`config.mk`:
```
export PLATFORM = sky130hd
export DESIGN_NAME = hazard_ctrl_unit_flat
export DESIGN_NICKNAME = d
export VERILOG_FILES = /design/src/rtl/hazard_ctrl_unit_if.sv /design/src/rtl/hazard_ctrl_unit.sv /design/src/flat_wrapper.sv
export SDC_FILE = /design/constraint.sdc
export NUM_CORES = 1
export LEC_CHECK = 0
export ABC_CLOCK_PERIOD_IN_PS = 3300
export CORE_AREA = 2 2 82 61
export CTS_BUF_LIST = sky130_fd_sc_hd__clkbuf_16
export CTS_CLUSTER_DIAMETER = 150
export DETAILED_ROUTE_END_ITERATION = 8
export DIE_AREA = 0 0 84 63
export PLACE_DENSITY_LB_ADDON = 0.15
export SYNTH_ARGS = -nofsm -noshare
export SYNTH_HDL_FRONTEND = slang
export SYNTH_SLANG_ARGS = --single-unit
```
`constraint.sdc`:
```
create_clock -name clk -period 3.3 [get_ports clk]
set_input_delay 0.825 -clock clk [delete_from_list [all_inputs] [get_ports clk]]
set_output_delay 0.825 -clock clk [all_outputs]
set_load 0.01 [all_outputs]
```
`src/rtl/hazard_ctrl_unit_if.sv`:
```
// Pipeline-to-hazard-unit bundle: register ids and control bits in,
// stall/flush/forwarding controls and perf counters out.
interface hazard_ctrl_unit_if #(
  parameter int CNT_W = 16
);
  logic [4:0]       id_rs1;
  logic [4:0]       id_rs2;
  logic             id_use_rs1;
  logic             id_use_rs2;
  logic [4:0]       ex_rs1;
  logic [4:0]       ex_rs2;
  logic [4:0]       ex_rd;
  logic             ex_memread;
  logic [4:0]       mem_rd;
  logic             mem_regwrite;
  logic [4:0]       wb_rd;
  logic             wb_regwrite;
  logic             branch_taken;
  logic             pc_write;
  logic             if_id_write;
  logic             id_ex_bubble;
  logic             flush_if_id;
  logic             flush_id_ex;
  logic             flush_ex_mem;
  logic [1:0]       fwd_a;
  logic [1:0]       fwd_b;
  logic [CNT_W-1:0] stall_cnt;
  logic [CNT_W-1:0] flush_cnt;

  modport master (
    output id_rs1, id_rs2, id_use_rs1, id_use_rs2,
    output ex_rs1, ex_rs2, ex_rd, ex_memread,
    output mem_rd, mem_regwrite, wb_rd, wb_regwrite,
    output branch_taken,
    input  pc_write, if_id_write, id_ex_bubble,
    input  flush_if_id, flush_id_ex, flush_ex_mem,
    input  fwd_a, fwd_b, stall_cnt, flush_cnt
  );

  modport slave (
    input  id_rs1, id_rs2, id_use_rs1, id_use_rs2,
    input  ex_rs1, ex_rs2, ex_rd, ex_memread,
    input  mem_rd, mem_regwrite, wb_rd, wb_regwrite,
    input  branch_taken,
    output pc_write, if_id_write, id_ex_bubble,
    output flush_if_id, flush_id_ex, flush_ex_mem,
    output fwd_a, fwd_b, stall_cnt, flush_cnt
  );
endinterface

```
`src/rtl/hazard_ctrl_unit.sv`:
```
// Hazard controller: load-use stall, branch flush, ALU forwarding, counters.
// Ports: clk, reset (async active-low), hz (slave side of the pipeline bundle).
module hazard_ctrl_unit #(
  parameter int STALL_CYCLES = 1,
  parameter int FLUSH_CYCLES = 1,
  parameter int CNT_W        = 16
) (
  input logic              clk,
  input logic              reset,
  hazard_ctrl_unit_if.slave hz
);

  typedef enum logic [1:0] {
    RUN   = 2'd0,
    STALL = 2'd1,
    FLUSH = 2'd2
  } state_t;

  localparam logic [2:0] S_RELOAD = 3'(STALL_CYCLES - 1);
  localparam logic [2:0] F_RELOAD = 3'(FLUSH_CYCLES - 1);
  localparam logic [CNT_W-1:0] ONE = CNT_W'(1);

  state_t           state, state_n;
  logic [2:0]       cnt, cnt_n;
  logic [CNT_W-1:0] stall_cnt, flush_cnt;
  logic             load_use;
  logic             stall_inc, flush_inc;
  logic             pw, iw, bub, fl;
  logic [1:0]       fa, fb;

  function automatic logic [1:0] fwd_sel(
    input logic [4:0] rs,
    input logic       mw,
    input logic [4:0] mrd,
    input logic       ww,
    input logic [4:0] wrd
  );
    logic [1:0] s;
    s = 2'b00;
    if (mw && mrd != 5'd0 && mrd == rs)
      s = 2'b10;
    else if (ww && wrd != 5'd0 && wrd == rs)
      s = 2'b01;
    return s;
  endfunction

  assign load_use = hz.ex_memread && hz.ex_rd != 5'd0 &&
    ((hz.id_use_rs1 && hz.ex_rd == hz.id_rs1) ||
     (hz.id_use_rs2 && hz.ex_rd == hz.id_rs2));

  always_ff @(posedge clk or negedge reset) begin
    if (!reset) begin
      state     <= RUN;
      cnt       <= 3'd0;
      stall_cnt <= '0;
      flush_cnt <= '0;
    end else begin
      state <= state_n;
      cnt   <= cnt_n;
      if (stall_inc && stall_cnt != '1)
        stall_cnt <= stall_cnt + ONE;
      if (flush_inc && flush_cnt != '1)
        flush_cnt <= flush_cnt + ONE;
    end
  end

  always_comb begin
    state_n   = state;
    cnt_n     = cnt;
    pw        = 1'b1;
    iw        = 1'b1;
    bub       = 1'b0;
    fl        = 1'b0;
    stall_inc = 1'b0;
    flush_inc = 1'b0;
    if (hz.branch_taken) begin
      // taken branch overrides any stall and (re)starts the flush window
      fl        = 1'b1;
      flush_inc = 1'b1;
      if (FLUSH_CYCLES > 1) begin
        state_n = FLUSH;
        cnt_n   = F_RELOAD;
      end else begin
        state_n = RUN;
        cnt_n   = 3'd0;
      end
    end else begin
      unique case (state)
        RUN: begin
          if (load_use) begin
            pw        = 1'b0;
            iw        = 1'b0;
            bub       = 1'b1;
            stall_inc = 1'b1;
            if (STALL_CYCLES > 1) begin
              state_n = STALL;
              cnt_n   = S_RELOAD;
            end
          end
        end
        STALL: begin
          pw        = 1'b0;
          iw        = 1'b0;
          bub       = 1'b1;
          stall_inc = 1'b1;
          cnt_n     = cnt - 3'd1;
          if (cnt <= 3'd1) begin
            state_n = RUN;
            cnt_n   = 3'd0;
          end
        end
        FLUSH: begin
          fl    = 1'b1;
          cnt_n = cnt - 3'd1;
          if (cnt <= 3'd1) begin
            state_n = RUN;
            cnt_n   = 3'd0;
          end
        end
        default: begin
          state_n = RUN;
          cnt_n   = 3'd0;
        end
      endcase
    end
  end

  always_comb begin
    fa = fwd_sel(hz.ex_rs1, hz.mem_regwrite, hz.mem_rd,
                 hz.wb_regwrite, hz.wb_rd);
    fb = fwd_sel(hz.ex_rs2, hz.mem_regwrite, hz.mem_rd,
                 hz.wb_regwrite, hz.wb_rd);
    hz.pc_write     = pw;
    hz.if_id_write  = iw;
    hz.id_ex_bubble = bub;
    hz.flush_if_id  = fl;
    hz.flush_id_ex  = fl;
    hz.flush_ex_mem = fl;
    hz.fwd_a        = fa;
    hz.fwd_b        = fb;
    // outputs fall back to plain pass-through while reset is held
    if (!reset) begin
      hz.pc_write     = 1'b1;
      hz.if_id_write  = 1'b1;
      hz.id_ex_bubble = 1'b0;
      hz.flush_if_id  = 1'b0;
      hz.flush_id_ex  = 1'b0;
      hz.flush_ex_mem = 1'b0;
      hz.fwd_a        = 2'b00;
      hz.fwd_b        = 2'b00;
    end
  end

  assign hz.stall_cnt = stall_cnt;
  assign hz.flush_cnt = flush_cnt;

endmodule

```
`src/flat_wrapper.sv`:
```
// flat-port wrapper written by rule: the top's interface ports become plain ports
module hazard_ctrl_unit_flat 
#(
  parameter int STALL_CYCLES = 1,
  parameter int FLUSH_CYCLES = 1,
  parameter int CNT_W        = 16
)
  (clk, reset, hz_id_rs1, hz_id_rs2, hz_id_use_rs1, hz_id_use_rs2, hz_ex_rs1, hz_ex_rs2, hz_ex_rd, hz_ex_memread, hz_mem_rd, hz_mem_regwrite, hz_wb_rd, hz_wb_regwrite, hz_branch_taken, hz_pc_write, hz_if_id_write, hz_id_ex_bubble, hz_flush_if_id, hz_flush_id_ex, hz_flush_ex_mem, hz_fwd_a, hz_fwd_b, hz_stall_cnt, hz_flush_cnt);
  hazard_ctrl_unit_if #(.CNT_W(CNT_W)) hz_i ();
  input logic clk;
  input logic reset;
  input wire logic [$bits(hz_i.id_rs1)-1:0] hz_id_rs1;
  input wire logic [$bits(hz_i.id_rs2)-1:0] hz_id_rs2;
  input wire logic [$bits(hz_i.id_use_rs1)-1:0] hz_id_use_rs1;
  input wire logic [$bits(hz_i.id_use_rs2)-1:0] hz_id_use_rs2;
  input wire logic [$bits(hz_i.ex_rs1)-1:0] hz_ex_rs1;
  input wire logic [$bits(hz_i.ex_rs2)-1:0] hz_ex_rs2;
  input wire logic [$bits(hz_i.ex_rd)-1:0] hz_ex_rd;
  input wire logic [$bits(hz_i.ex_memread)-1:0] hz_ex_memread;
  input wire logic [$bits(hz_i.mem_rd)-1:0] hz_mem_rd;
  input wire logic [$bits(hz_i.mem_regwrite)-1:0] hz_mem_regwrite;
  input wire logic [$bits(hz_i.wb_rd)-1:0] hz_wb_rd;
  input wire logic [$bits(hz_i.wb_regwrite)-1:0] hz_wb_regwrite;
  input wire logic [$bits(hz_i.branch_taken)-1:0] hz_branch_taken;
  output wire logic [$bits(hz_i.pc_write)-1:0] hz_pc_write;
  output wire logic [$bits(hz_i.if_id_write)-1:0] hz_if_id_write;
  output wire logic [$bits(hz_i.id_ex_bubble)-1:0] hz_id_ex_bubble;
  output wire logic [$bits(hz_i.flush_if_id)-1:0] hz_flush_if_id;
  output wire logic [$bits(hz_i.flush_id_ex)-1:0] hz_flush_id_ex;
  output wire logic [$bits(hz_i.flush_ex_mem)-1:0] hz_flush_ex_mem;
  output wire logic [$bits(hz_i.fwd_a)-1:0] hz_fwd_a;
  output wire logic [$bits(hz_i.fwd_b)-1:0] hz_fwd_b;
  output wire logic [$bits(hz_i.stall_cnt)-1:0] hz_stall_cnt;
  output wire logic [$bits(hz_i.flush_cnt)-1:0] hz_flush_cnt;
  assign hz_i.id_rs1 = hz_id_rs1;
  assign hz_i.id_rs2 = hz_id_rs2;
  assign hz_i.id_use_rs1 = hz_id_use_rs1;
  assign hz_i.id_use_rs2 = hz_id_use_rs2;
  assign hz_i.ex_rs1 = hz_ex_rs1;
  assign hz_i.ex_rs2 = hz_ex_rs2;
  assign hz_i.ex_rd = hz_ex_rd;
  assign hz_i.ex_memread = hz_ex_memread;
  assign hz_i.mem_rd = hz_mem_rd;
  assign hz_i.mem_regwrite = hz_mem_regwrite;
  assign hz_i.wb_rd = hz_wb_rd;
  assign hz_i.wb_regwrite = hz_wb_regwrite;
  assign hz_i.branch_taken = hz_branch_taken;
  assign hz_pc_write = hz_i.pc_write;
  assign hz_if_id_write = hz_i.if_id_write;
  assign hz_id_ex_bubble = hz_i.id_ex_bubble;
  assign hz_flush_if_id = hz_i.flush_if_id;
  assign hz_flush_id_ex = hz_i.flush_id_ex;
  assign hz_flush_ex_mem = hz_i.flush_ex_mem;
  assign hz_fwd_a = hz_i.fwd_a;
  assign hz_fwd_b = hz_i.fwd_b;
  assign hz_stall_cnt = hz_i.stall_cnt;
  assign hz_flush_cnt = hz_i.flush_cnt;
  hazard_ctrl_unit #(.STALL_CYCLES(STALL_CYCLES), .FLUSH_CYCLES(FLUSH_CYCLES), .CNT_W(CNT_W)) u_core (.clk(clk), .reset(reset), .hz(hz_i));
endmodule
```
Yosys cells after proc, flatten, opt, wreduce, memory -nomap -nowiden
Cells that the tools add are included.

cells by class
  order comparisons = 1
  muxes and demuxes = 24
  equality and inequality tests = 12
  reduce and logical (&&, ||, !) cells = 19
  add/sub/neg operators = 3

operators with widths
  kind                                                    number
  adder 16 x 1 -> 16 bit (second input constant)          2
  inequality test 16 bit (second input constant)          2
  equality test 5 bit                                     6
  nonzero test 5 bit                                      3
  logical AND 1 bit                                       12
  2-to-1 mux 1 bit                                        12
  2-to-1 mux 2 bit                                        6
  2-to-1 mux 3 bit                                        2
  one-hot mux 3 bit (2 select lines)                      1
  one-hot mux 1 bit (2 select lines)                      2
  one-hot mux 2 bit (2 select lines)                      1
  <= comparator 3 x 1 -> 1 bit (second input constant)    1
  inequality test 3 x 1 -> 1 bit (second input constant)  1
  subtractor 3 x 1 -> 3 bit (second input constant)       1
  equality test 2 x 1 -> 1 bit (second input constant)    1
  equality test 2 bit (second input constant)             1
  logical NOT 2 bit                                       1
  inequality test 2 bit (second input constant)           1
  AND reduction 2 bit                                     1
  OR reduction 2 bit                                      1
  logical OR 1 bit                                        1

word-level totals
  logic and storage cells = 63
  flip-flop bits (word level) = 37
  input bits = 43
  output and inout port bits = 42

Longest topological paths before layout
  depth after elaboration = 8
  depth in mapped cells = 7
  gate-level depth less buffers = 6

Worst setup path before layout
OpenSTA, ideal clock, no wires.

  kind = input to output
  start = in hz_mem_rd[0]
  end = out hz_fwd_a[0]
  data required time = 2.475 ns
  data arrival time = 2.018 ns
  slack = 0.457 ns
  cell stages on the path = 4
  path through = or4_1 -> o21ai_1 -> nor4_1 -> nor4_1

between the ends
  longest elaborated chain between the ends = 5
  elaborated cells between the ends (all ways) = 6
  those cells by class = eq/ne: 1; mux: 2; reduce/logical: 3

RTL lines
  element              line                     RTL
  start, declared      flat_wrapper.sv:20       input wire logic [$bits(hz_i.mem_rd)-1:0] hz_mem_rd;
  nonzero test 5 bit   hazard_ctrl_unit.sv:40   if (mw && mrd != 5'd0 && mrd == rs)
  logical AND 1 bit    hazard_ctrl_unit.sv:40
  logical AND 1 bit *  hazard_ctrl_unit.sv:40
  2-to-1 mux 2 bit *   hazard_ctrl_unit.sv:40
  2-to-1 mux 2 bit *   hazard_ctrl_unit.sv:142  if (!reset) begin
  end, declared        flat_wrapper.sv:31       output wire logic [$bits(hz_i.fwd_a)-1:0] hz_fwd_a;

Every way passes the cells marked *; elsewhere a longest branch is shown, timed or not.

Worst setup path after layout
  start = in hz_mem_rd[2]
  end = out hz_fwd_a[1]

Same word-level chain as after synthesis.

==> summary.md <==
- clock latency of the later-clocked register in the worst-skew pair: 0.27 ns
- setup violators final: 0
- summed area of non-filler cells in the final layout: 0.003283 mm²
- GRT overflow: 0
- number of unique standard cell types used by synthesis: 38
- vias in the first global route: 1885
- post-route clock skew: 0.004306 ns
- Critical Path Stages: 7
- number of instances in the placed design: 352
- complex-gate fraction of the synthesized area: 4.110%
- run status: finished clean
- placed wire-length estimate after detailed placement: 3931 µm
- chip height: 63 µm
- GR Util All Layers: 20.23%
- worst hold path stage count: 1
- GP Congestion: 0.8750
- Worst Path Arrival: 2.43 ns
- area of the core: 0.004546 mm²
- syn nets: 240
- number of buffers added to fix hold violations after cts: 0
- EDFF count, synth: 0
- count leader, synth: xnor2_1
- top_reg_cell synth: dfrtp_1
- xor and xnor area share after synthesis: 25.28%
- Inserted Diodes: 0
- Data required, critical path: 2.47 ns
- cell chain of the critical path: clkdlybuf4s50_1 > or4_4 > o21ai_4 > buf_6 > nor4_4 > and2_1 > clkbuf_2
- wire length of the first global-routing pass: 8673 µm
- clock buffer count from CTS: 5
- CP Max Fanout: 2
- family with the most delay on the worst path: simple AND/OR/NAND/NOR gates
- count of nets after finishing: 348
- pwr dens: 427.8 mW/mm²
- total number of vias: 1886
- portion of netlist area occupied by mux cells: 1.121%
- Period Utilization, post-route: 98.50%
- asr flop ratio synth: 100.0%
- clk buf depth: 2
- count of input and output buffers: 84
- CP bufs+invs: 3
- post-detailed-placement cell area: 0.003042 mm²
- area overhead of the layout relative to synthesis: 63.39%
- Die Outline Area: 0.005292 mm²
- mean routed wirelength per cell: 14.67 µm
- final period demand of the worst path: 3.251 ns
- FF/Latch Area: 800.8 µm²
- clock tree from TritonCTS: done
- number of design-rule violations left by the first detailed-router iteration: 88
- Multi-input gate area: 0.001240 mm²
- static leakage: 1.378 nW
- largest family of logic cells by synthesized area: simple AND/OR/NAND/NOR gates
- filler-free cell count of the finished design: 361
- max capacitance violation total: 0
- R2R depth: 5
- simple-gate area share of the yosys netlist: 26.15%
- H-tree depth: 2
- critical path endpoint category: output port
- kind of critical path: input pin to output port
- top cell types by occurrence after synthesis: xnor2_1, dfrtp_1, nand3_1
- yosys synthesis warning count: 0
- IR Drop Worst-Case VDD: 0.4396 mV
- area share of the largest cell type after synthesis: 39.85%
- Final ANT Viol Nets: 0
- hold violation count in the final report: 0
- cell at the root of the clock tree: clkbuf_16
- drt via density: 5.224
- arithmetic-cell share of the synthesized area counting full adders, half adders and majority gates: 1.245%
- Max Transition Viols Final: 0
- type of the worst min-delay path: flop to flop
- synthesized instance count: 195
- filler cell count: 345
- post-synthesis area per instance: 10.30 µm²
- Initial DRT Pass Iterations: 5
- sequential element share of the synthesized area: 39.85%
- number of antenna violations at the first check in global routing: 0
- worst rel slew slack: 68.32%
- Critical Path Slowest Stage Cell: or4_4
- number of rows in the core area: 21
- top cells by area, synth: dfrtp_1, xnor2_1, xor2_1, nand3_1, nand4_1
- die span in x: 84 µm
- count of pins on the block boundary: 85
- clock-pin transition on the worst setup and hold timing paths: 0.05 ns
- share of final-layout standard cells stronger than drive strength 1: 18.42%
- post-detailed-route DRC marker count: 0
- Design Power: 0.001404 W
- summed instance area of the synthesized netlist: 0.002009 mm²
- total detailed-routing wirelength: 5295 µm
- actual transition at the worst max-transition pin: 0.4713 ns
- post-synthesis cell type with the largest combined area: dfrtp_1
- largest net degree at the start of global routing: 38
- crit start category: input pin
- number of clock sinks: 32
- total of flip-flops plus latches after synthesis: 32
- peak clock frequency supported by timing: 0.3076 GHz
- CP peak stage delay: 0.52 ns
- effective utilization at floorplan: 44.21%
==> report_power, final <==
group / leakage [nW] / internal (W) / switching, W
registers: 0.434 / 0.000443 / 0.0000760
clock network: 0.0850 / 0.000351 / 0.000155
logic: 0.859 / 0.000223 / 0.000156
==> layout by cell type, fill, tap and decap left out, drive strengths merged, types with 7 or more instances in the layout <==
master / n
nand2: 12
and3: 7
dfrtp: 32
nand3: 20
nand4: 16
xnor2: 44
clkbuf: 10
xor2: 14
buf: 25
clkdlybuf4s50: 69
==> registers in the layout, indices dropped and copies added, names as in the netlist <==
signal,count
u_core.hz.flush_cnt,16
u_core.hz.stall_cnt,16
==> kinds of logic (layout without fill, tap and decap cells) <==
family | after synthesis | after routing
buffers and inverters | 6 | 115
and+or+nand+nor | 86 | 86
muxes | 2 | 2
xor gates and xnor gates | 58 | 58
adders and majority gates | 2 | 2
DFF | 32 | 32
AOI/OAI and AO/OA | 9 | 9
==> metal layers <==
| layer | vias to the layer above | routed length, µm | GRT usage, % |
|---|---|---|---|
| met5 | - | 0 | 0 |
| met4 | 0 | 89 | 6.250 |
| met3 | 9 | 407 | 5.548 |
| met2 | 82 | 2301 | 30.50 |
| met1 | 880 | 2495 | 28.35 |
| li1 | 915 | - | - |
==> final cells by class <==
type | count | area share [%]
clock inverters | 3 | 1.181
multi-input cells | 157 | 37.77
well taps | 57 | 2.172
clock buffers | 5 | 3.811
repair buffers | 107 | 30.68
flip-flops and latches | 32 | 24.39
==> metrics by stage <==
| step | worst slack [ns] | utilization (%) | hold slack, ns | TNS [ns] |
|---|---|---|---|---|
| after floorplan | 0.4569 | - | 0.5189 | 0 |
| after global placement | -0.4240 | 66.91 | 0.4806 | -2.200 |
| after detailed placement | -0.4456 | 66.91 | 0.4849 | -2.282 |
| after CTS | 0.008298 | 70.74 | 0.4997 | 0 |
| after global routing | -0.01112 | 72.23 | 0.5304 | -0.01398 |
| final | 0.04942 | 72.23 | 0.4994 | 0 |
==> final timing paths <==
| path | to | from | slack [ns] |
|---|---|---|---|
| hold / removal | u_core.hz.stall_cnt[15] | u_core.hz.stall_cnt[15] | 0.50 |
| setup / recovery | hz_fwd_a[1] | hz_mem_rd[2] | 0.05 |
| hold reg to reg | u_core.hz.stall_cnt[15] | u_core.hz.stall_cnt[15] | 0.50 |
| min in group asynchronous | u_core.hz.flush_cnt[8] | reset | 0.96 |
| setup reg to reg | u_core.hz.flush_cnt[1] | u_core.hz.flush_cnt[0] | 1.39 |
| max in group asynchronous | u_core.hz.stall_cnt[1] | reset | 2.16 |
==> repair_timing <==
action / 4_1_cts / 5_1_grt
gates resized for setup: 23 / 27
buffers inserted: 0 / 1
pin swaps: 2 / 3
gates cloned: 0 / 0
setup endpoints to repair: 10 / 10
Power figures use the tool's default switching activity.
